--- config.mk ---
export PLATFORM = sky130hd
export DESIGN_NAME = rr_mux_n
export DESIGN_NICKNAME = d
export VERILOG_FILES = /design/src/rtl/rr_mux_n.sv
export SDC_FILE = /design/constraint.sdc
export NUM_CORES = 1
export LEC_CHECK = 0
export CORE_ASPECT_RATIO = 0.7
export CORE_UTILIZATION = 38
export CTS_CLUSTER_SIZE = 25
export DETAILED_ROUTE_END_ITERATION = 10
export PLACE_DENSITY = 0.76
export SETUP_SLACK_MARGIN = 0.02
export SLEW_MARGIN = 10
export SYNTH_ARGS = -nofsm -noshare
export SYNTH_HDL_FRONTEND = slang
export SYNTH_SLANG_ARGS = --single-unit
--- constraint.sdc ---
create_clock -name clk -period 3.7 [get_ports clk]
set_input_delay 1.11 -clock clk [delete_from_list [all_inputs] [get_ports clk]]
set_output_delay 1.11 -clock clk [all_outputs]
set_load 0.02 [all_outputs]
--- src/rtl/rr_mux_n.sv ---
// N-channel registered multiplexer with valid/ready on every port.
// Selects by fixed index or round-robin, buffers one word, counts output transfers.
module rr_mux_n #(
    parameter int N     = 4,
    parameter int WIDTH = 8,
    parameter int SEL_W = $clog2(N),
    parameter int CNT_W = 16
) (
    input  logic                 clk,
    input  logic                 rst,
    input  logic                 mode,
    input  logic [SEL_W-1:0]     sel,
    input  logic [N*WIDTH-1:0]   in_data,
    input  logic [N-1:0]         in_valid,
    output logic [N-1:0]         in_ready,
    output logic [WIDTH-1:0]     out_data,
    output logic                 out_valid,
    output logic [SEL_W-1:0]     out_sel,
    input  logic                 out_ready,
    output logic [CNT_W-1:0]     out_count
);

    localparam int PAD_N = 2 ** SEL_W;

    logic [WIDTH-1:0] data_q, data_d;
    logic             valid_q, valid_d;
    logic [SEL_W-1:0] sel_q, sel_d;
    logic [SEL_W-1:0] rr_ptr_q, rr_ptr_d;
    logic [CNT_W-1:0] count_q, count_d;

    logic [PAD_N-1:0] vld_pad;
    logic             grant_vld;
    logic [SEL_W-1:0] grant_idx;
    logic [SEL_W:0]   cand;
    logic [WIDTH-1:0] grant_data;
    logic             accept;
    logic             take;

    // Padding to a power of two lets an out-of-range sel read a zero valid bit.
    always_comb begin
        vld_pad          = '0;
        vld_pad[N-1:0]   = in_valid;
    end

    // Round-robin scans from the highest offset down so the lowest offset from rr_ptr wins.
    always_comb begin
        grant_vld = 1'b0;
        grant_idx = '0;
        cand      = '0;
        if (mode) begin
            for (int i = N - 1; i >= 0; i--) begin
                cand = {1'b0, rr_ptr_q} + (SEL_W + 1)'(i);
                if (cand >= (SEL_W + 1)'(N)) begin
                    cand = cand - (SEL_W + 1)'(N);
                end
                if (vld_pad[cand[SEL_W-1:0]]) begin
                    grant_vld = 1'b1;
                    grant_idx = cand[SEL_W-1:0];
                end
            end
        end else begin
            if (({1'b0, sel} < (SEL_W + 1)'(N)) && vld_pad[sel]) begin
                grant_vld = 1'b1;
                grant_idx = sel;
            end
        end
    end

    always_comb begin
        grant_data = '0;
        for (int k = 0; k < N; k++) begin
            if (grant_idx == SEL_W'(k)) begin
                grant_data = in_data[k*WIDTH +: WIDTH];
            end
        end
    end

    assign accept = !valid_q || out_ready;
    assign take   = accept && grant_vld;

    always_comb begin
        in_ready = '0;
        for (int k = 0; k < N; k++) begin
            in_ready[k] = !rst && take && (grant_idx == SEL_W'(k));
        end
    end

    always_comb begin
        data_d   = data_q;
        sel_d    = sel_q;
        rr_ptr_d = rr_ptr_q;
        valid_d  = take || (valid_q && !out_ready);
        count_d  = count_q;
        if (take) begin
            data_d = grant_data;
            sel_d  = grant_idx;
            if (mode) begin
                rr_ptr_d = (grant_idx == SEL_W'(N - 1)) ? '0 : grant_idx + SEL_W'(1);
            end
        end
        if (valid_q && out_ready) begin
            count_d = count_q + CNT_W'(1);
        end
    end

    always_ff @(posedge clk or posedge rst) begin
        if (rst) begin
            data_q   <= '0;
            valid_q  <= 1'b0;
            sel_q    <= '0;
            rr_ptr_q <= '0;
            count_q  <= '0;
        end else begin
            data_q   <= data_d;
            valid_q  <= valid_d;
            sel_q    <= sel_d;
            rr_ptr_q <= rr_ptr_d;
            count_q  <= count_d;
        end
    end

    assign out_data  = data_q;
    assign out_valid = valid_q;
    assign out_sel   = sel_q;
    assign out_count = count_q;

endmodule
==> out/results.ini, run 1 <==
[synthesis]
yosys_most_used_dff=dfrtp_1
synth_edf_count=0
seq_area_frac_synth_pct=42.2
async_reset_ff_share_pct=100
synth_seq_cells=29
synthesis.nets=211
syn-cell-area_um2=1720
syn_inst=164
ys_types=35
syn-mean-instance-area_um2=10.5
yosysWarnings=0

[die]
die_height_um=58.3
core_area_um2=4350
fp.dieArea_um2=4800
initial_core_util_pct=39.5
io_pins=73
chipWidth_um=82.4
num_rows=20

[critical_path]
worstReg2RegStart=rr_ptr_q[1]$_DFFE_PP0P_
end_kind=output port
critPathLaunchType=input port
worstSetupStartpoint=in_valid[0]
critPathRequiredTime_ns=2.59
path_cells=buf_6 > nand2_1 > nor2_1 > or4_4 > and2_4 > ha_4 > and3_4 > buf_6
crit_top_cell=buf_6
path_max_fanout=5
r2r_slack_ns=0.53
critical_path_arrival_ns=2.57
slowest_delay_ns=0.54
path_buf_inv=2
crit_family=simple AND/OR/NAND/NOR gates
cp_slowest_cell=or4_4
path_class=input port to output port

[drt]
firstDrtPassIters=5
postRouteAntennaNets=0
num_vias=1678
drt-total-wl_um=4770
drt_iter0_drc=84
wl_per_cell_um=14.3
vias_per_cell=5.04
drc=0

[clock_tree]
clkLatencyLatePin_ns=0.28
cts_buffers=5
clk_path_buf_depth=2
htree_levels=2
clockRootBuffer=clkbuf_8
cts_tree=yes
clk_pin_slew_ns=0.07
postCtsHoldBufs=0
cts.sinks=29

[timing]
worstMarginPinSlew_ns=0.706
slew_headroom_pct=52.6
drv_slew=0
hold_viol=0
rsz0062_at_grt=yes
fin_hold_ws_ns=0.468
tns_ns=0
clock-skew-final_ns=0.00432
max_freq_ghz=0.271
fin_crit_sh_pct=99.6
fin_crit_ns=3.68
setup_viol=0
finalWorstSetupSlack_ns=0.0153

[layout]
nFillCells=351
final_cells=333
syn_to_final_growth_pct=71.6
layout.nets=324
diodes=0
drive_above_1_share_pct=32.4
post-route-util_pct=67.8

[grt]
overflow=0
antenna_found_initial=0
grt_use_total_pct=20.5
grt_pass1_wl_um=7330
grt_max_degree=18
grt_pass1_vias=1601

[run_status]
status=finished, final reports clean

[worst_hold_path]
hold_start=out_count[15]$_DFFE_PP0P_
min_path_type=flop to flop

[flow_run]
maxCapViolCount=0

[placement]
place_inst=305
portBuffers=72
place_congestion=0.846
hpwl_um=3250
place_ws_ns=-0.876

[pwr]
ir_drop_mv=0.350
pwr_density_cell_nw_per_um2=552
p_leak_nw=1.31

## sequential cells by signal, summed over array words and instances (netlist names)
register,flops
out_count,16
out_data,8
out_sel,2
out_valid,1
rr_ptr_q,2
## final timing paths
check                                             to  depth (start not counted)
hold / removal             out_count[15]$_DFFE_PP0P_                          1
hold reg to reg            out_count[15]$_DFFE_PP0P_                          1
min in group asynchronous    out_data[1]$_DFFE_PP0N_                          2
max in group asynchronous   out_count[1]$_DFFE_PP0P_                          3
setup / recovery                         in_ready[0]                          8
setup reg to reg             rr_ptr_q[0]$_DFFE_PP0P_                         22
## per-stage QoR
stage | power [mW] | area (µm²)
finish | 1.63 | 2950
global placement | 1.18 | 2620
CTS | 1.59 | 2870
detailed placement | 1.18 | 2620
global route | 1.72 | 2950
floorplan | 0.873 | 1740
## synthesized netlist by cell type (4+ instances only)
| cell type | instances | share of area [%] |
|---|---|---|
| a21oi_1 | 5 | 1.5 |
| a221oi_1 | 7 | 3.6 |
| and3_2 | 4 | 1.7 |
| clkbuf_1 | 4 | 0.87 |
| dfrtp_1 | 29 | 42 |
| ha_1 | 5 | 3.6 |
| inv_1 | 7 | 1.5 |
| mux2_2 | 7 | 4.6 |
| mux2_4 | 6 | 5.2 |
| nand2_1 | 17 | 3.7 |
| nand3_1 | 10 | 2.9 |
| nor2_1 | 4 | 0.87 |
| nor2b_1 | 9 | 3.3 |
| o31ai_1 | 9 | 3.9 |
| xnor2_1 | 11 | 5.6 |
| xor2_1 | 4 | 2.0 |
## report_power, final
part	leakage [nW]	switching [mW]	internal, mW
clock	0.0542	0.122	0.168
combinational	0.883	0.361	0.486
sequential	0.369	0.0813	0.411
## cell type report
cell class              instances  area [µm²]  share of cell area, %
repair buffers                112        1040                   35.1
well taps                      55        68.8                   2.33
clock buffers                   7        96.3                   3.26
flip-flops and latches         29         726                   24.6
multi-input cells             122         995                   33.7
inverters                       7        26.3                  0.890
clock inverters                 1        5.00                  0.169
## cells by family after synthesis
group / after synthesis / share of synthesized area [%]
and+or+nand+nor: 60 / 19.0
DFF: 29 / 42.2
AOI/OAI and AO/OA: 27 / 11.4
xor gates and xnor gates: 15 / 7.64
muxes: 15 / 11.9
buffers and inverters: 13 / 4.22
adders and majority gates: 5 / 3.64
## placed cells by master (no fill, tap or decap), types with 2 or more instances in the layout
cell	count
inv_1	6
clkbuf_8	7
buf_8	2
nand2_1	16
and2_4	2
nor2b_1	9
ha_2	2
nand3_1	10
a21oi_1	5
or4_4	2
o21ai_0	2
xor2_1	4
mux2_4	6
nand2b_1	2
nor2_1	4
dfrtp_1	29
buf_6	9
xnor2_1	11
a221oi_1	7
and4_1	2
nand4_1	3
and3_4	4
nor3_1	2
ha_4	2
buf_2	2
o31ai_1	8
buf_4	36
clkdlybuf4s50_1	61
mux2_2	7
## timing repair
action                     4_1_cts  5_1_grt
setup endpoints to repair        4        5
pin swaps                        5        7
setup buffers                   19        1
gates resized for setup         55       21
## routing by layer
| metal | share of wire, % | global-route usage, % |
|---|---|---|
| met1 | 47 | 27.3 |
| met2 | 44 | 32.5 |
| met3 | 6.9 | 5.27 |
| met4 | 1.9 | 7.27 |
| met5 | 0 | 0 |
No activity file was read; power rests on OpenSTA's default activity.
==> run 2, diff against run 1 <==
--- a/config.mk
+++ b/config.mk
@@ -9,6 +9,7 @@
 export CORE_UTILIZATION = 38
 export CTS_CLUSTER_SIZE = 25
 export DETAILED_ROUTE_END_ITERATION = 10
+export GPL_ROUTABILITY_DRIVEN = 1
 export PLACE_DENSITY = 0.76
 export SETUP_SLACK_MARGIN = 0.02
 export SLEW_MARGIN = 10
==> results of run 2 <==
Final layout, timing and power as in run 1 (identical DEF).
==> run 3, diff against run 2 <==
--- a/config.mk
+++ b/config.mk
@@ -5,12 +5,13 @@
 export SDC_FILE = /design/constraint.sdc
 export NUM_CORES = 1
 export LEC_CHECK = 0
+export ABC_AREA = 1
 export CORE_ASPECT_RATIO = 0.7
-export CORE_UTILIZATION = 38
+export CORE_UTILIZATION = 40
 export CTS_CLUSTER_SIZE = 25
 export DETAILED_ROUTE_END_ITERATION = 10
 export GPL_ROUTABILITY_DRIVEN = 1
-export PLACE_DENSITY = 0.76
+export PLACE_DENSITY = 0.74
 export SETUP_SLACK_MARGIN = 0.02
 export SLEW_MARGIN = 10
 export SYNTH_ARGS = -nofsm -noshare
==> constraint.sdc (replaced) <==
create_clock -name clk -period 4.7 [get_ports clk]
set_input_delay 1.41 -clock clk [delete_from_list [all_inputs] [get_ports clk]]
set_output_delay 1.41 -clock clk [all_outputs]
set_load 0.02 [all_outputs]
==> out/results.ini, run 3 <==
[run_status]
status=finished, final reports clean

[clock_tree]
cts_tree=yes
postCtsHoldBufs=0
htree_levels=2
clk_path_buf_depth=2
clockRootBuffer=clkbuf_8
cts.sinks=29
clkLatencyLatePin_ns=0.27
cts_buffers=5
clk_pin_slew_ns=0.05

[synthesis]
seq_area_frac_synth_pct=38.9
ys_top_cells_by_area=dfrtp_1 39%, nand2_1 15%, inv_1 5.2%, mux2i_1 4.3%, nand3_1 4.0%
synthesis.nets=292
syn-mean-instance-area_um2=7.61
syn_inst=245
syn-cell-area_um2=1870
yosys_most_used_dff=dfrtp_1
synthMuxAreaShare_pct=4.29
synth_simple_gate_area_share_pct=29.7
synth_edf_count=0
synthTopCellsByCount=73 x nand2_1, 29 x dfrtp_1, 26 x inv_1, 17 x nor2_1, 15 x nand3_1
synthAdderAreaFrac_pct=3.35
yosys.area.top_type=dfrtp_1
ys_types=29
yosysMostFrequentCell=nand2_1
synth_top_family_by_area=simple AND/OR/NAND/NOR gates
async_reset_ff_share_pct=100
yosysWarnings=0
synth_xor_area_share_pct=6.10
synth.top_cell.area_share_pct=38.9
synth-compound-area-share_pct=9.73
synth_seq_cells=29

[critical_path]
path_max_fanout=5
end_kind=output port
critical_path_arrival_ns=3.18
path_class=input port to output port
r2r_slack_ns=1.97
critPathLaunchType=input port
critPathRequiredTime_ns=3.29

[timing]
drv_slew=0
fin_crit_sh_pct=97.6
worstMarginPinSlew_ns=0.400
fin_crit_ns=4.59
finalWorstSetupSlack_ns=0.113
slew_headroom_pct=73.4
setup_viol=0
fin_hold_ws_ns=0.460
hold_viol=0
max_freq_ghz=0.218
rsz0062_at_grt=no
clock-skew-final_ns=0.00609

[layout]
largest_reg_flops=16
syn_to_final_growth_pct=53.1
diodes=0
layout_common_cells=70 x nand2_1, 64 x clkdlybuf4s50_1, 29 x dfrtp_1, 22 x inv_1
final_common_cell=nand2_1
layout.nets=379
drive_above_1_share_pct=16.9

[drt]
drt-total-wl_um=4410
firstDrtPassIters=4
drt_iter0_drc=54
num_vias=1827
postRouteAntennaNets=0
vias_per_cell=4.72
wl_per_cell_um=11.4
drc=0

[die]
initial_core_util_pct=42.4
io_pins=73
num_rows=20
chipWidth_um=83.6
die_height_um=59.1
core_area_um2=4400
fp.dieArea_um2=4950

[grt]
grt_pass1_wl_um=7250
grt_max_degree=30
antenna_found_initial=0
overflow=0
grt_pass1_vias=1585
grt_use_total_pct=18.7

[placement]
portBuffers=72
place_congestion=0.908
hpwl_um=3520
place_ws_ns=-0.384

[pwr]
ir_drop_mv=0.335
power_mw=1.45
p_leak_nw=1.40
pwr_density_cell_nw_per_um2=509

[flow_run]
maxCapViolCount=0

[worst_hold_path]
min_path_type=flop to flop

run 3: cell families (layout without fill, tap and decap cells):
group                    after synthesis  in the layout
AND/OR/NAND/NOR                      123            123
buffers and inverters                 36            123
AO/OA/AOI/OAI                         31             31
flip-flops                            29             29
XOR/XNOR                              13             13
multiplexers                           8              8
adder cells (fa/ha/maj)                5              5
run 3: power breakdown:
part | leakage, nW | switching (mW) | internal (mW)
sequential | 0.356 | 0.0795 | 0.328
clock | 0.0443 | 0.0834 | 0.116
combinational | 0.995 | 0.463 | 0.383
run 3: per-layer routing:
layer  GRT usage, %  vias to the layer above  routed length, µm
met3           6.41                        4                361
li1               -                      959                  -
met5              0                        -                  0
met1           26.3                      797               2170
met2           27.3                       67               1840
met4           5.81                        0                 31
run 3: timing repair:
item,CTS,global route
pin swaps,0,4
cloned,0,0
gates resized for setup,16,23
buffers inserted,0,2
endpoints found under the setup margin,4,4
endpoints found under the hold margin,0,0
run 3: final cells by class:
type	count	area, µm²
fillers	400	1550
multi-input cells	180	1040
repair buffers	86	823
flip-flops and latches	29	726
inverters	30	113
clock buffers	7	86.3
well taps	55	68.8
run 3: worst max-delay path, cell delays in order:
cell and delay [ns]:
clkdlybuf4s50_1 0.55, nor2_1 0.07, a211o_1 0.22, nand2_1 0.07
nand3_1 0.18, nand2_4 0.16, inv_2 0.05, ha_1 0.19
inv_1 0.07, nor2_1 0.05, buf_2 0.15
run 3: worst paths after layout:
check	endpoint	start	cells past startpoint
worst max register to register	out_data[7]$_DFFE_PP0N_	rr_ptr_q[0]$_DFFE_PP0P_	18
min in group asynchronous	out_count[7]$_DFFE_PP0P_	rst	3
worst min-delay path	out_count[15]$_DFFE_PP0P_	out_count[15]$_DFFE_PP0P_	1
max in group asynchronous	out_count[8]$_DFFE_PP0P_	rst	3
worst min register to register	out_count[15]$_DFFE_PP0P_	out_count[15]$_DFFE_PP0P_	1
worst max-delay path	in_ready[0]	sel[0]	11
run 3: stage by stage:
step                      cells  area, µm²  TNS (ns)  utilization, %
after floorplan             245       1870         0               -
after global placement      378       2710     -1.25            61.5
after detailed placement    378       2710     -1.44            61.5
after CTS                   385       2780         0            63.0
after global routing        387       2860         0            64.8
final                       387       2860         0            64.8
